[src/rtl/k_and_s_pkg.sv]
// Decoded instruction set shared by the K-and-S decoder and control unit.
package k_and_s_pkg;

  typedef enum logic [3:0] {
    I_NOP,
    I_LOAD,
    I_STORE,
    I_MOVE,
    I_ADD,
    I_SUB,
    I_AND,
    I_OR,
    I_BRANCH,
    I_BZERO,
    I_BNZERO,
    I_BNEG,
    I_BNNEG,
    I_BOV,
    I_BNOV,
    I_HALT
  } decoded_instruction_type;

endpackage

[src/rtl/control_unit_mc.sv]
// K-and-S multi-cycle control unit: programmable RAM wait states, single-step hold, retire counter.
// Latency W+2 (branch/no-op), W+3 (ALU/STORE), 2W+3 (LOAD); only the step hold stalls issue.
module control_unit_mc
  import k_and_s_pkg::*;
#(
  parameter int MEM_WAIT = 1,
  parameter int CNT_W    = 16,
  parameter bit STEP_EN  = 1'b1
) (
  input  logic                    clk,
  input  logic                    rst_n,
  input  decoded_instruction_type decoded_instruction,
  input  logic                    reg_zero,
  input  logic                    reg_neg,
  input  logic                    reg_ov,
  input  logic                    reg_sov,
  input  logic                    dbg_step_mode,
  input  logic                    dbg_step,
  output logic                    branch,
  output logic                    pc_enable,
  output logic                    ir_enable,
  output logic                    write_reg_enable,
  output logic                    addr_sel,
  output logic                    c_sel,
  output logic [1:0]              operation,
  output logic                    flags_reg_enable,
  output logic                    ram_write_enable,
  output logic                    halt,
  output logic                    stepping,
  output logic [CNT_W-1:0]        retired_count
);

  localparam int WC_W = (MEM_WAIT > 1) ? $clog2(MEM_WAIT) : 1;

  typedef enum logic [3:0] {
    S_FETCH,
    S_LATCH_IR,
    S_DECODE,
    S_LOAD_WAIT,
    S_LOAD_WB,
    S_STORE,
    S_ALU_WB,
    S_STEP_HOLD,
    S_HALT
  } state_t;

  state_t          state;
  state_t          after_retire;
  logic [WC_W-1:0] wait_cnt;
  logic            wait_done;
  logic [1:0]      op_q;
  logic            flags_q;
  logic            is_alu;
  logic            is_load;
  logic            is_store;
  logic            is_halt;
  logic            taken;
  logic            alu_flags;
  logic [1:0]      alu_op;
  logic            retire;
  logic            unused_sov;

  assign unused_sov = reg_sov;
  assign wait_done  = (wait_cnt == WC_W'(MEM_WAIT - 1));
  assign is_load    = (decoded_instruction == I_LOAD);
  assign is_store   = (decoded_instruction == I_STORE);
  assign is_halt    = (decoded_instruction == I_HALT);

  always_comb begin
    is_alu    = 1'b0;
    alu_op    = 2'b00;
    alu_flags = 1'b0;
    taken     = 1'b0;
    case (decoded_instruction)
      I_ADD:    begin is_alu = 1'b1; alu_op = 2'b01; alu_flags = 1'b1; end
      I_SUB:    begin is_alu = 1'b1; alu_op = 2'b10; alu_flags = 1'b1; end
      I_AND:    begin is_alu = 1'b1; alu_op = 2'b11; alu_flags = 1'b1; end
      I_OR:     begin is_alu = 1'b1; alu_flags = 1'b1; end
      I_MOVE:   is_alu = 1'b1;
      I_BRANCH: taken = 1'b1;
      I_BZERO:  taken = reg_zero;
      I_BNZERO: taken = ~reg_zero;
      I_BNEG:   taken = reg_neg;
      I_BNNEG:  taken = ~reg_neg;
      I_BOV:    taken = reg_ov;
      I_BNOV:   taken = ~reg_ov;
      default:  ;
    endcase
  end

  // Anything that does not need a second execution cycle (incl. HALT entry) retires in DECODE.
  assign retire = ((state == S_DECODE) && !(is_load || is_store || is_alu)) ||
                  (state == S_LOAD_WB) || (state == S_STORE) || (state == S_ALU_WB);

  assign after_retire = (STEP_EN && dbg_step_mode) ? S_STEP_HOLD : S_FETCH;

  always_ff @(posedge clk or negedge rst_n) begin
    if (!rst_n) begin
      state         <= S_FETCH;
      wait_cnt      <= '0;
      retired_count <= '0;
      op_q          <= 2'b00;
      flags_q       <= 1'b0;
    end else begin
      if (retire) retired_count <= retired_count + 1'b1;
      case (state)
        S_FETCH: begin
          if (wait_done) begin
            wait_cnt <= '0;
            state    <= S_LATCH_IR;
          end else begin
            wait_cnt <= wait_cnt + 1'b1;
          end
        end
        S_LATCH_IR: state <= S_DECODE;
        S_DECODE: begin
          op_q    <= alu_op;
          flags_q <= alu_flags;
          if (is_halt)       state <= S_HALT;
          else if (is_load)  state <= S_LOAD_WAIT;
          else if (is_store) state <= S_STORE;
          else if (is_alu)   state <= S_ALU_WB;
          else               state <= after_retire;
        end
        S_LOAD_WAIT: begin
          if (wait_done) begin
            wait_cnt <= '0;
            state    <= S_LOAD_WB;
          end else begin
            wait_cnt <= wait_cnt + 1'b1;
          end
        end
        S_LOAD_WB, S_STORE, S_ALU_WB: state <= after_retire;
        S_STEP_HOLD: if (dbg_step || !dbg_step_mode) state <= S_FETCH;
        S_HALT: state <= S_HALT;
        default: state <= S_FETCH;
      endcase
    end
  end

  always_comb begin
    branch           = 1'b0;
    pc_enable        = 1'b0;
    ir_enable        = 1'b0;
    write_reg_enable = 1'b0;
    addr_sel         = 1'b0;
    c_sel            = 1'b0;
    operation        = 2'b00;
    flags_reg_enable = 1'b0;
    ram_write_enable = 1'b0;
    halt             = 1'b0;
    stepping         = 1'b0;
    case (state)
      S_LATCH_IR: begin
        ir_enable = 1'b1;
        pc_enable = 1'b1;
      end
      S_DECODE: begin
        addr_sel = is_load || is_store;
        if (is_alu) begin
          operation = alu_op;
          c_sel     = 1'b1;
        end
        branch    = taken;
        pc_enable = taken;
      end
      S_LOAD_WAIT: addr_sel = 1'b1;
      S_LOAD_WB: begin
        addr_sel         = 1'b1;
        write_reg_enable = 1'b1;
      end
      S_STORE: begin
        addr_sel         = 1'b1;
        ram_write_enable = 1'b1;
      end
      S_ALU_WB: begin
        operation        = op_q;
        c_sel            = 1'b1;
        write_reg_enable = 1'b1;
        flags_reg_enable = flags_q;
      end
      S_STEP_HOLD: stepping = 1'b1;
      S_HALT:      halt = 1'b1;
      default: ;
    endcase
  end

endmodule
[config.mk]
export PLATFORM = sky130hd
export DESIGN_NAME = control_unit_mc
export DESIGN_NICKNAME = d
export VERILOG_FILES = /design/src/rtl/k_and_s_pkg.sv /design/src/rtl/control_unit_mc.sv
export SDC_FILE = /design/constraint.sdc
export NUM_CORES = 1
export LEC_CHECK = 0
export ABC_AREA = 1
export BUFFER_PORTS_ARGS = -buffer_cell sky130_fd_sc_hd__buf_2
export CAP_MARGIN = 10
export CORE_ASPECT_RATIO = 0.75
export CORE_UTILIZATION = 57
export DETAILED_ROUTE_END_ITERATION = 6
export PLACE_DENSITY = 0.93
export SYNTH_ARGS = -nofsm -noshare
export SYNTH_HDL_FRONTEND = slang
export SYNTH_SLANG_ARGS = --single-unit
[constraint.sdc]
create_clock -name clk -period 2.7 [get_ports clk]
set_input_delay 0.27 -clock clk [delete_from_list [all_inputs] [get_ports clk]]
set_output_delay 0.27 -clock clk [all_outputs]
set_load 0.02 [all_outputs]
==> Implementation_results.wiki <==
{| class="wikitable"
! Metric !! Value
|-
| Most common cell after layout, fill and taps aside || sky130_fd_sc_hd__nand2_1
|-
| Max H-tree Level || 1
|-
| Residual antenna-violating net count after detailed routing || 0
|-
| Class of the tightest hold or removal check || in2reg
|-
| Maximum achievable frequency || 496.5 MHz
|-
| Hold-critical path endpoint || state[1]
|-
| Static leakage power || 1.052 nW
|-
| Routed wirelength normalized by instance count || 11.71 um
|-
| Count of vias placed by the detailed router || 1,686
|-
| CP Class || reg2out
|-
| Number of DRC markers in iteration 0 || 138
|-
| Count of maximum capacitance violations || 0
|-
| RSZ-0062 raised after global routing || false
|-
| Y dimension of the die || 47.76 um
|-
| Peak ir drop on the vdd network || 0.5942 mV
|-
| Status || finished, final reports clean
|-
| Nets in the synthesized netlist || 254
|-
| Per-cell via count in the routed design || 5.319
|-
| Unique masters post-synth || 27
|-
| Reg2reg end || retired_count[2]
|-
| Number of clock sinks || 23
|-
| Antenna violations before repair || 0
|-
| Final hold violation count || 0
|-
| Startpoint of the worst register-to-register path || state[0]
|-
| Share of cells above drive strength 1 || 0.1779
|-
| Final worst path period need || 2014 ps
|-
| Max-slew violation count || 0
|-
| Critical path startpoint || state[0]
|-
| Horizontal extent of the die || 63.02 um
|-
| Clock transition at the registers of the reported paths || 80 ps
|-
| Number of CTS-inserted buffers || 3
|-
| Final critical-path share of the clock period || 0.7460
|-
| Overall power consumption || 0.001398 W
|-
| YS warnings || 0
|-
| Headroom to the max-slew limit || 0.6544
|-
| CTS resizes || 0
|-
| Cell area after synthesis || 1592 um^2
|-
| Number of nets in the final layout || 295
|-
| Area of the core || 2623 um^2
|-
| Biggest fanout along the worst timing path || 5
|-
| CP endpoint kind || output port
|-
| Detailed-route DRC error count || 0
|-
| Yosys reg bits || 23
|-
| Start point of the worst hold path || dbg_step
|-
| Pin count of the biggest net entering global routing || 24
|-
| Type of origin of the critical path || flop
|-
| Slew @ Worst Pin || 518.4 ps
|-
| Wire length of the first global-routing pass || 5927 um
|-
| Maximum buffer depth of the clock tree || 2
|-
| Clock skew || 12.93 ps
|-
| Depth of the worst register-to-register path || 7
|-
| Arr. time, crit path || 1740 ps
|-
| Die Area || 3010 um^2
|-
| Hold path depth || 4
|-
| Final-layout setup total negative slack || 0 ps
|-
| Number of global-route vias before repair || 1,390
|-
| Total Routed Length || 3711 um
|-
| Placement Rows || 16
|-
| Clock latency on the worst-skew pair || 270 ps
|-
| Clock tree from TritonCTS || done
|-
| Gate count of the mapped netlist || 241
|-
| Power Density || 751.8 nW/um^2
|-
| Sequential element share of the synthesized area || 0.3616
|-
| Highest-count cells in the layout ignoring fill and taps || sky130_fd_sc_hd__nand2_1, sky130_fd_sc_hd__buf_2, sky130_fd_sc_hd__nand3_1
|-
| Final setup violation count || 0
|-
| CP Data Required Time || 2430 ps
|-
| DP Wirelength || 2786 um
|-
| Root buffer cell || sky130_fd_sc_hd__clkbuf_8
|-
| Count of input and output buffers || 38
|-
| Mean post-synth cell area || 6.604 um^2
|-
| Synthesis-to-finish area growth || 16.82%
|-
| IO Pins || 40
|-
| TritonRoute pass-1 iters || 5
|-
| Total routing usage reported by global routing || 0.2531
|-
| RD Place Congestion || 0.8912
|-
| Antenna diode instance count || 0
|-
| Setup slack of the most critical reg-to-reg path || 1150 ps
|-
| Grt total ovfl || 0
|-
| Initial Util || 0.6069
|}
## what timing repair did
| action | CTS | global route |
|---|---|---|
| buffers inserted | 0 | 0 |
| hold buffers | 1 | 0 |
| setup endpoints to repair | 0 | 0 |
| endpoints found under the hold margin | 23 | 0 |
## worst max-delay path: stages, from the launching register on
cell                      delay, ps
sky130_fd_sc_hd__dfrtp_1        420
sky130_fd_sc_hd__inv_1          130
sky130_fd_sc_hd__nand3_2        120
sky130_fd_sc_hd__inv_1          100
sky130_fd_sc_hd__nand2_1        100
sky130_fd_sc_hd__nor2_1         230
sky130_fd_sc_hd__nand2_1        110
sky130_fd_sc_hd__o21ai_0         90
sky130_fd_sc_hd__buf_2          190
## flip-flops by register name, summed over array words and instances, names as in the netlist
register,cells
op_q,2
retired_count,16
flags_q,1
state,4
## synth_stat cells (all sizes together)
cell / instances / area, um^2
nand2: 93 / 359.1
nand3: 36 / 197.7
inv: 28 / 105.1
nor2: 27 / 118.9
dfrtp: 23 / 575.6
o21ai: 10 / 53.80
nand4: 4 / 25.02
xnor2: 4 / 35.03
buf: 3 / 23.77
xor2: 3 / 26.28
a21oi: 2 / 10.01
nor3: 2 / 10.01
a21o: 1 / 7.510
ha: 1 / 12.51
nand3b: 1 / 7.510
o21bai: 1 / 7.510
o221ai: 1 / 8.760
o31ai: 1 / 7.510
## final cells by class
| class | instances | area (um^2) |
|---|---|---|
| multi-input combinational | 187 | 887.1 |
| fill | 227 | 763.2 |
| sequential | 23 | 575.6 |
| timing repair buffer | 39 | 200.2 |
| inverter | 28 | 105.1 |
| tap | 36 | 45.04 |
| clock buffer | 3 | 41.29 |
| clock inverter | 1 | 5.005 |
## power by group
part           switching [W]  internal (W)  total [W]  leakage [nW]
Combinational       0.000467      0.000203   0.000670         0.717
Clock               0.000118      0.000103   0.000222        0.0255
Sequential         0.0000872      0.000419   0.000506         0.309
## layer usage
layer / GRT usage / up-vias / part of all wire
met4: 0.04186 / 0 / 0.0062
li1: - / 847 / -
met2: 0.4215 / 53 / 0.45
met1: 0.3524 / 782 / 0.49
met3: 0.05238 / 4 / 0.052
met5: 0 / - / 0
## worst max path at each step
stage / depth (start not counted) / slack [ps] / end
after global placement: 8 / 1110 / operation[1]
after floorplan: 4 / 1200 / ram_write_enable
after CTS: 8 / 740 / operation[1]
after global routing: 8 / 550 / operation[1]
final: 8 / 690 / operation[1]
after detailed placement: 8 / 1040 / operation[1]
## stage by stage
step | std cells | area (um^2) | setup slack (ps) | hold slack [ps] | utilization
2_1_floorplan | 241 | 1592 | 1200 | -25.59 | -
3_3_place_gp | 312 | 1803 | 1112 | 273.1 | 0.6875
3_5_place_dp | 312 | 1803 | 1039 | 275.5 | 0.6875
4_1_cts | 317 | 1859 | 743.1 | 331.8 | 0.7090
5_1_grt | 317 | 1859 | 551.5 | 366.2 | 0.7090
6_report | 317 | 1859 | 685.7 | 356.5 | 0.7090
## logic make-up (layout without fill, tap and decap cells)
family | after synthesis | count (layout) | synth area share
xor+xnor | 7 | 7 | 0.03852
fa+ha+maj | 1 | 1 | 0.007860
simple gates | 163 | 163 | 0.4513
buf+inv | 31 | 71 | 0.08097
compound gates | 16 | 16 | 0.05975
flops | 23 | 23 | 0.3616
Note: power is estimated with default switching activity, not from simulation.
